File: src/rtl/top_alu.sv
// top_alu: registered integer ALU for the core's execution stage.
// Computes one of twelve arithmetic/logic/modulo/compare operations on two
// WIDTH-bit operands; result and status flags are registered (1-cycle latency).
//
// Ports:
//   clk      rising-edge clock
//   rst      synchronous active-high reset (clears all outputs)
//   a, b     WIDTH-bit operands
//   sel      4-bit opcode
//   out      registered result
//   zero     result is zero on a valid op (never set alongside error)
//   carry    carry out for ADD, borrow for SUB, else 0
//   overflow two's-complement overflow for ADD/SUB, else 0
//   error    invalid opcode or modulo by zero
//
// Build option: define ALU_MODULO_EN to build the modulo unit (opcode 1000);
// without it, opcode 1000 is treated as an invalid opcode.
module top_alu #(
  parameter int WIDTH = 2
) (
  input  logic             clk,
  input  logic             rst,
  input  logic [WIDTH-1:0] a,
  input  logic [WIDTH-1:0] b,
  input  logic [3:0]       sel,
  output logic [WIDTH-1:0] out,
  output logic             zero,
  output logic             carry,
  output logic             overflow,
  output logic             error
);

  typedef enum logic [3:0] {
    OP_ADD  = 4'b0000,
    OP_SUB  = 4'b0001,
    OP_AND  = 4'b0010,
    OP_OR   = 4'b0011,
    OP_XOR  = 4'b0100,
    OP_NOR  = 4'b0101,
    OP_NAND = 4'b0110,
    OP_XNOR = 4'b0111,
    OP_MOD  = 4'b1000,
    OP_EQU  = 4'b1001,
    OP_GT   = 4'b1010,
    OP_LT   = 4'b1011
  } op_e;

  localparam int MSB = WIDTH - 1;

  logic [WIDTH-1:0] res;
  logic             res_carry;
  logic             res_ovf;
  logic             res_err;
  logic             res_zero;

  always_comb begin
    res       = '0;
    res_carry = 1'b0;
    res_ovf   = 1'b0;
    res_err   = 1'b0;
    case (sel)
      OP_ADD: begin
        {res_carry, res} = {1'b0, a} + {1'b0, b};
        res_ovf = (a[MSB] == b[MSB]) && (res[MSB] != a[MSB]);
      end
      OP_SUB: begin
        res       = a - b;
        res_carry = (a < b);
        res_ovf   = (a[MSB] != b[MSB]) && (res[MSB] != a[MSB]);
      end
      OP_AND:  res = a & b;
      OP_OR:   res = a | b;
      OP_XOR:  res = a ^ b;
      OP_NOR:  res = ~(a | b);
      OP_NAND: res = ~(a & b);
      OP_XNOR: res = ~(a ^ b);
      OP_MOD: begin
`ifdef ALU_MODULO_EN
        if (b == '0) res_err = 1'b1;
        else         res     = a % b;
`else
        res_err = 1'b1;
`endif
      end
      OP_EQU:  res = {{(WIDTH-1){1'b0}}, (a == b)};
      OP_GT:   res = {{(WIDTH-1){1'b0}}, (a > b)};
      OP_LT:   res = {{(WIDTH-1){1'b0}}, (a < b)};
      default: res_err = 1'b1;
    endcase
    // error paths leave res at 0, so zero must be masked explicitly
    res_zero = !res_err && (res == '0);
  end

  always_ff @(posedge clk) begin
    if (rst) begin
      out      <= '0;
      zero     <= 1'b0;
      carry    <= 1'b0;
      overflow <= 1'b0;
      error    <= 1'b0;
    end else begin
      out      <= res;
      zero     <= res_zero;
      carry    <= res_carry;
      overflow <= res_ovf;
      error    <= res_err;
    end
  end

endmodule

File: config.mk
export PLATFORM = sky130hd
export DESIGN_NAME = top_alu
export DESIGN_NICKNAME = d
export VERILOG_FILES = /design/src/rtl/top_alu.sv
export SDC_FILE = /design/constraint.sdc
export NUM_CORES = 1
export LEC_CHECK = 0
export CORE_AREA = 2 2 39 41
export CTS_CLUSTER_DIAMETER = 150
export CTS_CLUSTER_SIZE = 10
export DETAILED_ROUTE_END_ITERATION = 16
export DIE_AREA = 0 0 41 43
export GPL_TIMING_DRIVEN = 0
export PLACE_DENSITY = 0.72
export SYNTH_ARGS = -nofsm -noshare
export SYNTH_HDL_FRONTEND = slang
export SYNTH_SLANG_ARGS = --single-unit
File: constraint.sdc
create_clock -name clk -period 4.3 [get_ports clk]
set_input_delay 0.645 -clock clk [delete_from_list [all_inputs] [get_ports clk]]
set_output_delay 0.645 -clock clk [all_outputs]
set_load 0.05 [all_outputs]
; Word level (Yosys, flattened, before mapping)
; Index checks and enable logic that the tools add are counted.
[classes]
n_addsub = 2
order_cmp = 2
eq_ne = 15
n_mux = 4
n_bitwise = 6
n_reduce_logical = 6
[ops]
columns = cell, n
row1 = $pmux W2 S11, 1
row2 = $eq A4 B3 Y1 const B, 4
row3 = $eq A4 B4 Y1 const B, 3
row4 = $reduce_or A11 Y1, 1
row5 = $eq A4 B2 Y1 const B, 2
row6 = $not A2 Y2, 3
row7 = $eq A4 B1 Y1 const B, 1
row8 = $logic_not A4 Y1, 1
row9 = $pmux W1 S2, 2
row10 = $add A2 B2 Y3, 1
row11 = $logic_and A1 B1 Y1, 3
row12 = $ne A1 B1 Y1, 3
row13 = $and A2 B2 Y2, 1
row14 = $eq A2 B2 Y1, 1
row15 = $gt A2 B2 Y1, 1
row16 = $logic_not A2 Y1, 1
row17 = $lt A2 B2 Y1, 1
row18 = $or A2 B2 Y2, 1
row19 = $sub A2 B2 Y2, 1
row20 = $xor A2 B2 Y2, 1
row21 = $eq A1 B1 Y1, 1
row22 = $mux W1, 1
[totals]
register_bits = 6
inputBits = 10
wordCells = 40

; Logic depth before layout (Yosys ltp)
[logic_depth]
depth_word = 5
mapped_depth = 9
depth_no_buf = 9

; Least setup slack after synthesis
; OpenSTA, ideal clock, no wires.
[synth_timing]
path_kind = input -> register
start = input port a[0]
end = register zero
setup_ns = 0.060
t_arrival_ns = 2.071
path_slack_ns = 2.168
cell_stages = 9
n_path_buf = 0
path_cell_list = inv_1 -> ha_1 -> inv_1 -> fa_1 -> nor2b_1 -> a21oi_1 -> o21ai_0 -> a222oi_1 -> and3_1
[synth_between]
elab_chain_len = 5
word_cells_on_any_way = 14
classes_between = add/sub (2) / order compare (2) / eq/ne (1) / mux (1) / bitwise (6) / reduce/logical (2)
[synth_rtl]
columns = element, line
row1 = start: declaration, 23  ; input logic [WIDTH-1:0] a,
row2 = branches (longest 2 deep; another with $sub A2 B2 Y2), --
row3 = $pmux W2 S11 (*), 61  ; case (sel)
row4 = $logic_not A2 Y1 (*), 91  ; res_zero = !res_err && (res == '0);
row5 = $logic_and A1 B1 Y1 (*), 91
row6 = end signal: assignment, 103  ; zero <= res_zero;
row7 = end: declaration, 27  ; output logic zero,
; Every way passes the cells marked *.
; A chain may end at the register's enable or synchronous reset.

; Worst setup path in the final report
[layout_timing]
start = input port a[1]
end = register zero
; Same word-level chain as after synthesis.

==> flow_summary.rst <==
.. list-table::
   :header-rows: 1

   * - Metric
     - Value
   * - Outcome
     - finished clean
   * - TritonCTS clock tree
     - done
   * - Crit path capture
     - zero
   * - Synth area leader
     - sky130_fd_sc_hd__dfxtp_1
   * - Number of slew-limit violations in the final report
     - 0
   * - Detailed-route vias per instance
     - 4.969
   * - Fraction of layout cells with a size suffix above 1
     - 11.25%
   * - Relative contribution of the clock network to total power
     - 28.1%
   * - Setup TNS after final layout
     - 0 ns
   * - Synthesized area
     - 545.5 sq um
   * - Setup WS pre-CTS
     - 1.352 ns
   * - Overall power after layout
     - 174.8 uW
   * - Type of destination of the critical path
     - flip-flop
   * - Fraction of synthesized cell area taken by the top area cell type
     - 22.02%
   * - Setup slack after layout
     - 1.593 ns
   * - CTS resizes
     - 0
   * - Cell at the root of the clock tree
     - sky130_fd_sc_hd__clkbuf_4
   * - Ant. Diodes
     - 0
   * - CTS H-Tree Depth
     - 1
   * - Count of unique library cells instantiated by Yosys
     - 30
   * - Post-route clock period utilization
     - 62.96%
   * - Area growth, synth to finish
     - 33.49%
   * - Yosys reg bits
     - 6
   * - Maximum count of clock buffers along a single path
     - 2
   * - Drt wl/cell
     - 9.927 um
   * - Post-route ant nets
     - 0
   * - FFs w/ async S/R, synth
     - 0%
   * - Switch Pwr
     - 53.54 uW
   * - Mapped Nets
     - 80
   * - IR Drop Worst-Case VDD
     - 0.08284 mV
   * - Top library cells by usage in the layout, fill and taps aside
     - 14 x sky130_fd_sc_hd__clkdlybuf4s50_1, 6 x sky130_fd_sc_hd__nor2b_1, 6 x sky130_fd_sc_hd__dfxtp_1
   * - Overall via count from detail_route
     - 477
   * - Die area
     - 1763 sq um
   * - Most frequently used flop master after synthesis
     - sky130_fd_sc_hd__dfxtp_1
   * - Count of buffers added by post-CTS timing repair for setup
     - 0
   * - Worst hold path stage count
     - 3
   * - Max-Cap Viols
     - 0
   * - Synthesis Warnings
     - 0
   * - Post-Syn Area per Cell
     - 8.659 sq um
   * - Areal power density over the cells
     - 240.1 nW/um^2
   * - GP Congestion
     - 0.8100
   * - Total length of routed wires
     - 953 um
   * - Main area contributors after synthesis
     - sky130_fd_sc_hd__dfxtp_1 22%, sky130_fd_sc_hd__ha_1 11%, sky130_fd_sc_hd__fa_1 7.3%
   * - Post-synthesis cell count
     - 63
   * - Clock edge transition at the registers on the reported setup and hold paths
     - 0.04 ns
   * - Time the final worst path needs with I/O delays and setup
     - 2.707 ns
   * - Actual transition at the worst max-transition pin
     - 0.4960 ns
   * - Height of the die
     - 43 um
   * - Headroom to the max-slew limit
     - 66.83%
   * - Core utilization of the finished layout
     - 52.62%
   * - Total count of hold-check failures in the final report
     - 0
   * - Initial detailed-routing violation count
     - 7
   * - Critical path data arrival time
     - 2.89 ns
   * - Number of enable flip-flop cells after synthesis
     - 0
   * - Path type of the worst setup path
     - in2reg
   * - Port Buffers
     - 14
   * - # setup viols final
     - 0
   * - Overall Global Routing Usage
     - 14.23%
   * - Number of antenna violations at the first check in global routing
     - 0
   * - Fraction of the yosys area taken by sequential cells
     - 22.02%
   * - Placement Rows
     - 14
   * - Pre-antenna DRT Iters
     - 5
   * - Fmax
     - 369.4 MHz
   * - I/O pin total
     - 16
   * - CP Launch Point
     - a[1]
   * - Area of the core region
     - 1384 sq um
   * - Die boundary width
     - 41 um
   * - Int Power
     - 121.3 uW
   * - Pin count of the biggest net entering global routing
     - 11
   * - Maximum fanout encountered on the critical timing path
     - 6
   * - Final global-route overflow total
     - 0
   * - Global-route wire length before repair
     - 1731 um
   * - RSZ-0062 raised after global routing
     - false
   * - CP startpoint kind
     - input pin
   * - Net count, final
     - 99
   * - Clock sinks
     - 6
   * - Most frequent standard cell in the layout excluding fill and tap cells
     - sky130_fd_sc_hd__clkdlybuf4s50_1
   * - Starting density of the core
     - 39.42%
   * - Portion of total power attributed to sequential cells
     - 33.9%
   * - Number of CTS-inserted buffers
     - 3
   * - Hold buffers post-CTS
     - 0
   * - Leakage dissipation
     - 0.0003070 uW
   * - Data required, critical path
     - 4.48 ns
   * - Type of the most critical hold path
     - in2reg
   * - Switching portion of total power
     - 30.62%
   * - # DRC
     - 0
   * - Combinational share of power
     - 38.0%
   * - Via count of the first global-routing pass
     - 440
==> layer usage <==
metal / part of all wire (%) / global-route usage, % / up-vias
met1: 45 / 18.85 / 208
met3: 4.5 / 1.571 / 2
met4: 1.3 / 10.00 / 0
met5: 0 / 0 / -
met2: 49 / 20.31 / 15
li1: - / - / 252
==> flip-flops by register name, summed over array words and instances (netlist names) <==
signal and flops:
out 2, overflow 1, error 1, zero 1, carry 1
==> power by group through the flow <==
| stage | clock network (uW) | logic (uW) | registers, uW |
|---|---|---|---|
| after global routing | 55.2 | 74.3 | 59.6 |
| after floorplan | 0 | 35.1 | 70.0 |
| final | 49.2 | 66.4 | 59.2 |
| after detailed placement | 0 | 67.0 | 60.3 |
| after global placement | 0 | 65.9 | 60.1 |
| after CTS | 52.4 | 67.2 | 59.3 |
==> metrics by stage <==
step	cells	hold slack (ns)	area (sq um)
finish	96	0.7579	728.2
global route	96	0.7841	728.2
CTS	96	0.7518	728.2
detailed placement	93	1.010	705.7
global placement	93	1.005	705.7
floorplan	63	0.7174	545.5
==> logic make-up (layout without fill, tap and decap cells) <==
| kind of cell | Yosys count | count (layout) | synth area share (%) |
|---|---|---|---|
| adder cells (fa/ha/maj) | 7 | 7 | 18.81 |
| AND/OR/NAND/NOR | 23 | 23 | 24.31 |
| buffers and inverters | 8 | 25 | 7.798 |
| AO/OA/AOI/OAI | 12 | 12 | 15.14 |
| multiplexers | 3 | 3 | 5.505 |
| flip-flops | 6 | 6 | 22.02 |
| XOR/XNOR | 4 | 4 | 6.423 |
==> cell usage after synthesis (2+ instances only) <==
| library cell | n |
|---|---|
| sky130_fd_sc_hd__nor2b_1 | 6 |
| sky130_fd_sc_hd__fa_1 | 2 |
| sky130_fd_sc_hd__mux2i_1 | 3 |
| sky130_fd_sc_hd__ha_1 | 5 |
| sky130_fd_sc_hd__inv_1 | 5 |
| sky130_fd_sc_hd__nor2_1 | 3 |
| sky130_fd_sc_hd__nand2_1 | 4 |
| sky130_fd_sc_hd__nor3b_1 | 2 |
| sky130_fd_sc_hd__a31oi_1 | 2 |
| sky130_fd_sc_hd__xor2_1 | 2 |
| sky130_fd_sc_hd__nand2b_1 | 2 |
| sky130_fd_sc_hd__dfxtp_1 | 6 |
| sky130_fd_sc_hd__xnor2_1 | 2 |
| sky130_fd_sc_hd__o21ai_0 | 3 |
==> area by class of cell <==
type | count | area, sq um
multi-input combinational | 49 | 382.9
inverter | 5 | 18.77
buffer | 3 | 23.77
sequential | 6 | 120.1
fill | 143 | 655.6
tap | 16 | 20.02
clock buffer | 3 | 22.52
timing repair buffer | 14 | 140.1
==> worst min-delay path by stage <==
stage | startpoint | to | slack [ns]
after floorplan | rst | error | 0.72
after global placement | sel[1] | overflow | 1.01
after detailed placement | sel[1] | overflow | 1.01
after CTS | sel[1] | overflow | 0.75
after global routing | sel[1] | overflow | 0.78
final | sel[1] | overflow | 0.76
==> critical path, cell delays in order <==
cell and delay, ns:
sky130_fd_sc_hd__clkdlybuf4s50_1 0.65, sky130_fd_sc_hd__inv_1 0.08, sky130_fd_sc_hd__ha_1 0.37, sky130_fd_sc_hd__or2_2 0.29, sky130_fd_sc_hd__a21oi_1 0.14, sky130_fd_sc_hd__o21ai_0 0.09
sky130_fd_sc_hd__a222oi_1 0.41, sky130_fd_sc_hd__and3_1 0.21
(Power assumes the default switching activity.)
